--- src/rtl/fetch_queue.sv ---
// Instruction fetch front end: drives the icache at the current PC and buffers
// returned {instruction, pc} pairs in a small circular queue for decode.
`timescale 1ns/1ps
module fetch_queue #(
  parameter int                WORD_W   = 32,
  parameter int                DEPTH    = 4,
  parameter logic [WORD_W-1:0] RESET_PC = 32'h0000_0000
) (
  input  logic                     CLK,
  input  logic                     RST,
  output logic                     imemREN,
  output logic [WORD_W-1:0]        imemaddr,
  input  logic                     ihit,
  input  logic [WORD_W-1:0]        imemload,
  input  logic                     redirect_en,
  input  logic [WORD_W-1:0]        redirect_pc,
  input  logic                     halt,
  output logic                     fetch_valid,
  output logic [WORD_W-1:0]        fetch_instr,
  output logic [WORD_W-1:0]        fetch_pc,
  input  logic                     fetch_ready,
  output logic [$clog2(DEPTH):0]   count
);

  localparam int PW = $clog2(DEPTH);
  localparam int CW = PW + 1;
  localparam logic [CW-1:0] DEPTH_C = CW'(DEPTH);

  logic [WORD_W-1:0] pc;
  logic [PW-1:0]     head;
  logic [PW-1:0]     tail;
  logic [WORD_W-1:0] instr_mem [DEPTH];
  logic [WORD_W-1:0] pc_mem    [DEPTH];
  logic              push;
  logic              pop;

  // RST gates the request so imemREN is low throughout reset, not just after it.
  assign imemREN     = !RST && !halt && (count < DEPTH_C) && !redirect_en;
  assign imemaddr    = pc;
  assign fetch_valid = (count != '0);
  assign fetch_instr = instr_mem[head];
  assign fetch_pc    = pc_mem[head];

  assign push = imemREN && ihit;
  assign pop  = fetch_valid && fetch_ready && !redirect_en;

  always_ff @(posedge CLK or posedge RST) begin
    if (RST) begin
      pc    <= RESET_PC;
      count <= '0;
      head  <= '0;
      tail  <= '0;
    end else if (redirect_en) begin
      // Targets are word aligned; low two bits of the redirect are dropped.
      pc    <= redirect_pc & ~WORD_W'(3);
      count <= '0;
      head  <= '0;
      tail  <= '0;
    end else begin
      if (push) begin
        tail <= tail + PW'(1);
        pc   <= pc + WORD_W'(4);
      end
      if (pop) begin
        head <= head + PW'(1);
      end
      case ({push, pop})
        2'b10:   count <= count + CW'(1);
        2'b01:   count <= count - CW'(1);
        default: count <= count;
      endcase
    end
  end

  // Payload storage is never reset; the head is only meaningful while fetch_valid.
  always_ff @(posedge CLK) begin
    if (push) begin
      instr_mem[tail] <= imemload;
      pc_mem[tail]    <= pc;
    end
  end

endmodule
--- config.mk ---
export PLATFORM = sky130hd
export DESIGN_NAME = fetch_queue
export DESIGN_NICKNAME = d
export VERILOG_FILES = /design/src/rtl/fetch_queue.sv
export SDC_FILE = /design/constraint.sdc
export NUM_CORES = 1
export LEC_CHECK = 0
export ABC_CLOCK_PERIOD_IN_PS = 2800
export CORE_MARGIN = 8
export CORE_UTILIZATION = 49
export CTS_CLUSTER_SIZE = 24
export DETAILED_ROUTE_END_ITERATION = 7
export GPL_ROUTABILITY_DRIVEN = 0
export GPL_TIMING_DRIVEN = 0
export PLACE_DENSITY_LB_ADDON = 0.25
export SYNTH_ARGS = -nofsm -noshare
export SYNTH_HDL_FRONTEND = slang
export SYNTH_SLANG_ARGS = --single-unit
--- constraint.sdc ---
create_clock -name CLK -period 2.8 [get_ports CLK]
set_input_delay 0.42 -clock CLK [delete_from_list [all_inputs] [get_ports CLK]]
set_output_delay 0.42 -clock CLK [all_outputs]
set_load 0.05 [all_outputs]
* Yosys cells after proc, flatten, opt, wreduce, memory -nomap -nowiden *
Memory sizes are Yosys's and may differ from the RTL's.
Cells that the tools add are included.

storage, ports and cells
  flip-flop bits (word level) = 39
  bits in writable memories = 256
  input port bits = 70
  output and inout port bits = 101
  word-level logic and storage cells = 37
  memories kept = 2

memory list
  memory     depth  bits a word  read ports  clocked after memory_dff  wr ports  line  RTL
  instr_mem  4      32           1           0                         1         32    logic [WORD_W-1:0] instr_mem [DEPTH];
  pc_mem     4      32           1           0                         1         33    logic [WORD_W-1:0] pc_mem [DEPTH];

cells by class
  add/sub/neg operators = 5
  magnitude comparators = 1
  equal/unequal tests = 2
  mux-type cells = 10
  reduce and logical (&&, ||, !) cells = 13

operators by type and width
  kind                                                  count
  2-to-1 mux 32 bit                                     2
  adder 32 x 3 -> 32 bit (second input constant)        1
  2-to-1 mux 2 bit                                      4
  logical AND 1 bit                                     6
  one-hot mux 3 bit (2 select lines)                    1
  nonzero test 3 bit                                    2
  adder 2 x 1 -> 2 bit (second input constant)          2
  nonzero test 2 bit                                    2
  adder 3 x 1 -> 3 bit (second input constant)          1
  logical NOT 1 bit                                     3
  less-than comparator 3 bit (second input constant)    1
  2-to-1 mux 3 bit                                      1
  subtractor 3 x 1 -> 3 bit (second input constant)     1
  equality test 2 x 1 -> 1 bit (second input constant)  1
  equality test 2 bit (second input constant)           1
  2-to-1 mux 1 bit                                      2

* Longest topological paths before layout *
  depth after elaboration = 8
  gate-level depth with buffers = 10
  gate-level depth less buffers = 7

* Least setup slack after synthesis *
Ideal clock, no wire load.

  path type = flip-flop to flip-flop
  start point = reg count[2]
  end point = mem instr_mem[0][0] (enable)
  setup time = 0.427 ns
  arrival = 3.105 ns
  data required time = 2.373 ns
  setup slack = -0.732 ns
  cell stages (with the launch flop) = 3
  buffers on the path = 0
  period minus slack after synthesis = 3.532 ns
  cells stage by stage = dfrtp_1 > nor4_4 > and3_1

between the ends
  cells in the longest elaborated chain, start to end = 6

ends and longest elaborated chain
  item                                    line  RTL
  start: declaration                      22    output logic [$clog2(DEPTH):0] count
  start signal: assignment                68    2'b10: count <= count + CW'(1);
  start signal: assignment                69    2'b01: count <= count - CW'(1);
  start signal: assignment                70    default: count <= count;
  less-than comparator 3 bit              38    assign imemREN = !RST && !halt && (count < DEPTH_C) && !redirect_en;
  logical AND 1 bit (2 in series)         38
  named net imemREN                       11    output logic imemREN,
  logical AND 1 bit                       44    assign push = imemREN && ihit;
  2-to-1 mux 1 bit                        77    if (push) begin
  2-to-1 mux 1 bit (not written as such)  78    instr_mem[tail] <= imemload;
  end: declaration                        32

The timed path passes the listed nets, and every way through them passes these cells.

* Final worst setup path *
  start point = reg head[0]
  end point = out fetch_pc[6]

between the ends
  cells in the longest elaborated chain, start to end = 1

ends and longest elaborated chain
  item                      line  RTL
  start: declaration        30    logic [PW-1:0] head;
  start signal: assignment  65    head <= head + PW'(1);
  memory (4 x 32 bit)       --
  end: declaration          20    output logic [WORD_W-1:0] fetch_pc,

No other way between the ends.

==> qor.yml <==
outcome:
  outcome: "completed"
clocking:
  hold_buffers: 0
  cts_tree: "built"
  clockBufferDepth: 3
  clkLatencyLatePin_ps: 530
  path_clk_slew_ps: 60
  cts_inserted_buffers: 29
  cts.sinks: 285
  root_buffer: "clkbuf_16"
  htree_levels: 1
yosys:
  synth_mux_area_share_pct: 12.9
  synth_compound_area_share_pct: 3.44
  synthesis.area_mm2: 0.0112
  synth-seq-cells: 285
  async_flop_share_pct: 13.0
  syn_avg_cell_area_um2: 19.2
  synth_top_family_by_area: "multiplexers"
  synth_warnings: 0
  ys_types: 44
  synth-adder-area-share_pct: 0.737
  yosys.area_share.simple_pct: 6.05
  ys_seq_area_share_pct: 74.7
  synth_edf_count: 248
  synthFlopType: "edfxtp_1"
  synth_cells: 585
  synthXorXnorAreaFrac_pct: 0.391
hold_path:
  hold_depth: 3
  hp-class: "input pin to flip-flop"
  min_from: "redirect_en"
  min_to: "imemaddr[18]"
floorplan:
  start_util_pct: 49.6
  die_area_mm2: 0.0280
  row_count: 55
  die_w_um: 167
  num_io_pins: 171
  coreArea_mm2: 0.0226
  dieHeight_um: 167
pwr:
  seq_power_share_pct: 42.3
  p_clk_share_pct: 30.5
  p_leak_nw: 4.81
  intPower_mw: 8.04
  pwr-share-comb_pct: 27.3
  pwr_density_cell_mw_per_mm2: 827
  switching_power_mw: 3.72
  ir_worst_vdd_uv: 676
  swShare_pct: 31.6
timing:
  finalHoldViolations: 0
  max_slew.worst_pin.slew_ps: 897
  slew_headroom_pct: 39.6
  period_needed_ps: 2700
  drv_slew: 0
  max_freq_ghz: 0.370
  rsz0062_at_grt: "yes"
  holdWs_ps: 273
  setup-tns-final_ps: 0
  setup_viol: 0
  finalCritPeriodShare_pct: 96.5
  finalClockSkew_ps: 13.3
layout:
  area_growth_syn_to_layout_pct: 26.9
  n_fill_cell: 1620
  nets: 864
  final_layout_size_suffix_gt1_share_pct: 20.9
  num_antenna_cells: 0
global_route:
  grtUsageTotal_pct: 17.8
  antenna_found_initial: 0
  overflow: 0
  grt_pass1_vias: 6887
  grt_max_degree: 38
  grt_pass1_wl_mm: 39.0
worst_setup_path:
  cpMaxStageDelayCell: "dfrtp_4"
  path_delay_family: "buffers and inverters"
  worst_setup_path_start_kind: "flip-flop"
  critPathKind: "flip-flop to primary output"
  worstPathArrival_ps: 2280
  rrSetupSlack_ps: 290
  path_max_fanout: 10
  end_kind: "primary output"
  cp.required_ps: 2380
  crit_buf_inv: 2
  timing.rr.start: "count[2]"
  worstPathCellList: "buf_6, mux4_2, dlygate4sd2_1"
  reg2reg_to: "count[2]"
  max_stage_delay_ps: 550
  worst_r2r_path_depth: 9
  crit_cells: 3
route:
  ant_nets: 0
  firstDrtPassIters: 5
  routed-via-count: 6354
  drt_iter0_markers: 499
  routed_wirelength_mm: 25.0
  vias_per_cell: 5.81
  wl_per_cell_um: 22.9
  route.detailed.drc: 0
run:
  drv_cap: 0
place:
  dp_hpwl_mm: 16.4
  io_buffers: 163
-- area by class of cell --
type	count	area, um2	area share, %
buffer	30	205	1.44
clock buffer	31	733	5.16
clock inverter	21	153	1.07
inverter	6	22.5	0.158
multi-input combinational	265	2670	18.8
sequential	285	8380	58.9
tap	285	357	2.51
timing repair buffer	171	1700	11.9
-- worst max path at each step --
| stage | from | endpoint | slack [ps] |
|---|---|---|---|
| 2_1_floorplan | redirect_en | count[2] | 20 |
| 3_3_place_gp | RST | instr_mem[2][12] | -540 |
| 3_5_place_dp | head[0] | fetch_pc[28] | -440 |
| 4_1_cts | head[0] | fetch_instr[8] | -40 |
| 5_1_grt | head[0] | fetch_instr[8] | -5 |
| 6_report | head[0] | fetch_pc[6] | 100 |
-- power groups by stage --
stage	registers, mW	logic (mW)	clock network, mW
2_1_floorplan	5.17	2.12	0
3_3_place_gp	5.00	3.35	0
3_5_place_dp	5.01	3.37	0
4_1_cts	4.98	3.20	3.65
5_1_grt	4.99	3.38	3.83
6_report	4.97	3.21	3.59
-- registers in the layout (all words and copies together), names as in the netlist --
name       cells
count          3
imemaddr      30
head           2
pc_mem       120
tail           2
instr_mem    128
-- placed cells by master (no fill, tap or decap), types with 5 or more instances in the layout --
cell type	instances
buf_4	10
and2_1	5
clkinv_1	9
o311ai_0	5
nand3b_1	5
clkdlybuf4s15_2	19
clkbuf_2	11
dlygate4sd2_1	38
buf_6	8
nand2_1	35
nor2_1	14
inv_1	5
o21ai_0	20
mux2i_1	5
clkbuf_1	10
mux4_2	62
clkbuf_16	29
ha_1	5
nand4_1	11
o211ai_1	10
and3_1	8
dfrtp_1	34
clkinv_2	7
nor2b_1	7
nor3_1	5
edfxtp_1	248
nand3_1	18
a21oi_1	6
clkdlybuf4s50_1	100
-- worst min-delay path, stage by stage --
cell    delay, ps
buf_6         120
a22o_1        140
or3_1          80
-- Yosys cell counts, types with 9 or more instances --
| library cell | n | area [um2] |
|---|---|---|
| nand3_1 | 18 | 90.1 |
| clkbuf_1 | 16 | 60.1 |
| mux4_2 | 62 | 1400 |
| and3_1 | 12 | 75.1 |
| o21ai_0 | 20 | 100 |
| buf_2 | 9 | 45.0 |
| nor2_1 | 14 | 52.6 |
| dfrtp_1 | 37 | 926 |
| o211ai_1 | 10 | 75.1 |
| edfxtp_1 | 248 | 7450 |
| nand4_1 | 11 | 68.8 |
| nand2_1 | 35 | 131 |
-- metrics by stage --
step                      power [mW]  instance area (um2)  cells  worst slack [ps]  util, %
after CTS                       11.8                14200   1090             -35.8     62.9
final                           11.8                14200   1094              98.0     63.0
after detailed placement        8.38                13300   1040              -441     59.0
after global routing            12.2                14200   1094             -4.79     63.0
after global placement          8.35                13200   1036              -542     58.5
after floorplan                 7.28                11200    588              23.1        -
-- cells by family after synthesis --
family,after synthesis
AND/OR/NAND/NOR,125
multiplexers,67
adder cells (fa/ha/maj),6
flip-flops,285
XOR/XNOR,5
buffers and inverters,38
AO/OA/AOI/OAI,58
other,1
-- metal layers --
layer	track usage [%]	share of wire, %	up-vias
li1	-	-	2787
met1	22.4	41	3222
met2	29.4	48	296
met3	5.17	8.3	49
met4	6.09	2.7	0
met5	0	0	-
-- timing repair --
| action | in CTS | in global routing |
|---|---|---|
| cloned | 0 | 0 |
| setup buffers | 0 | 4 |
| hold endpoints to repair | 0 | 0 |
| setup endpoints to repair | 62 | 46 |
| gates resized for setup | 116 | 15 |
Note: power is estimated with default switching activity, not from simulation.
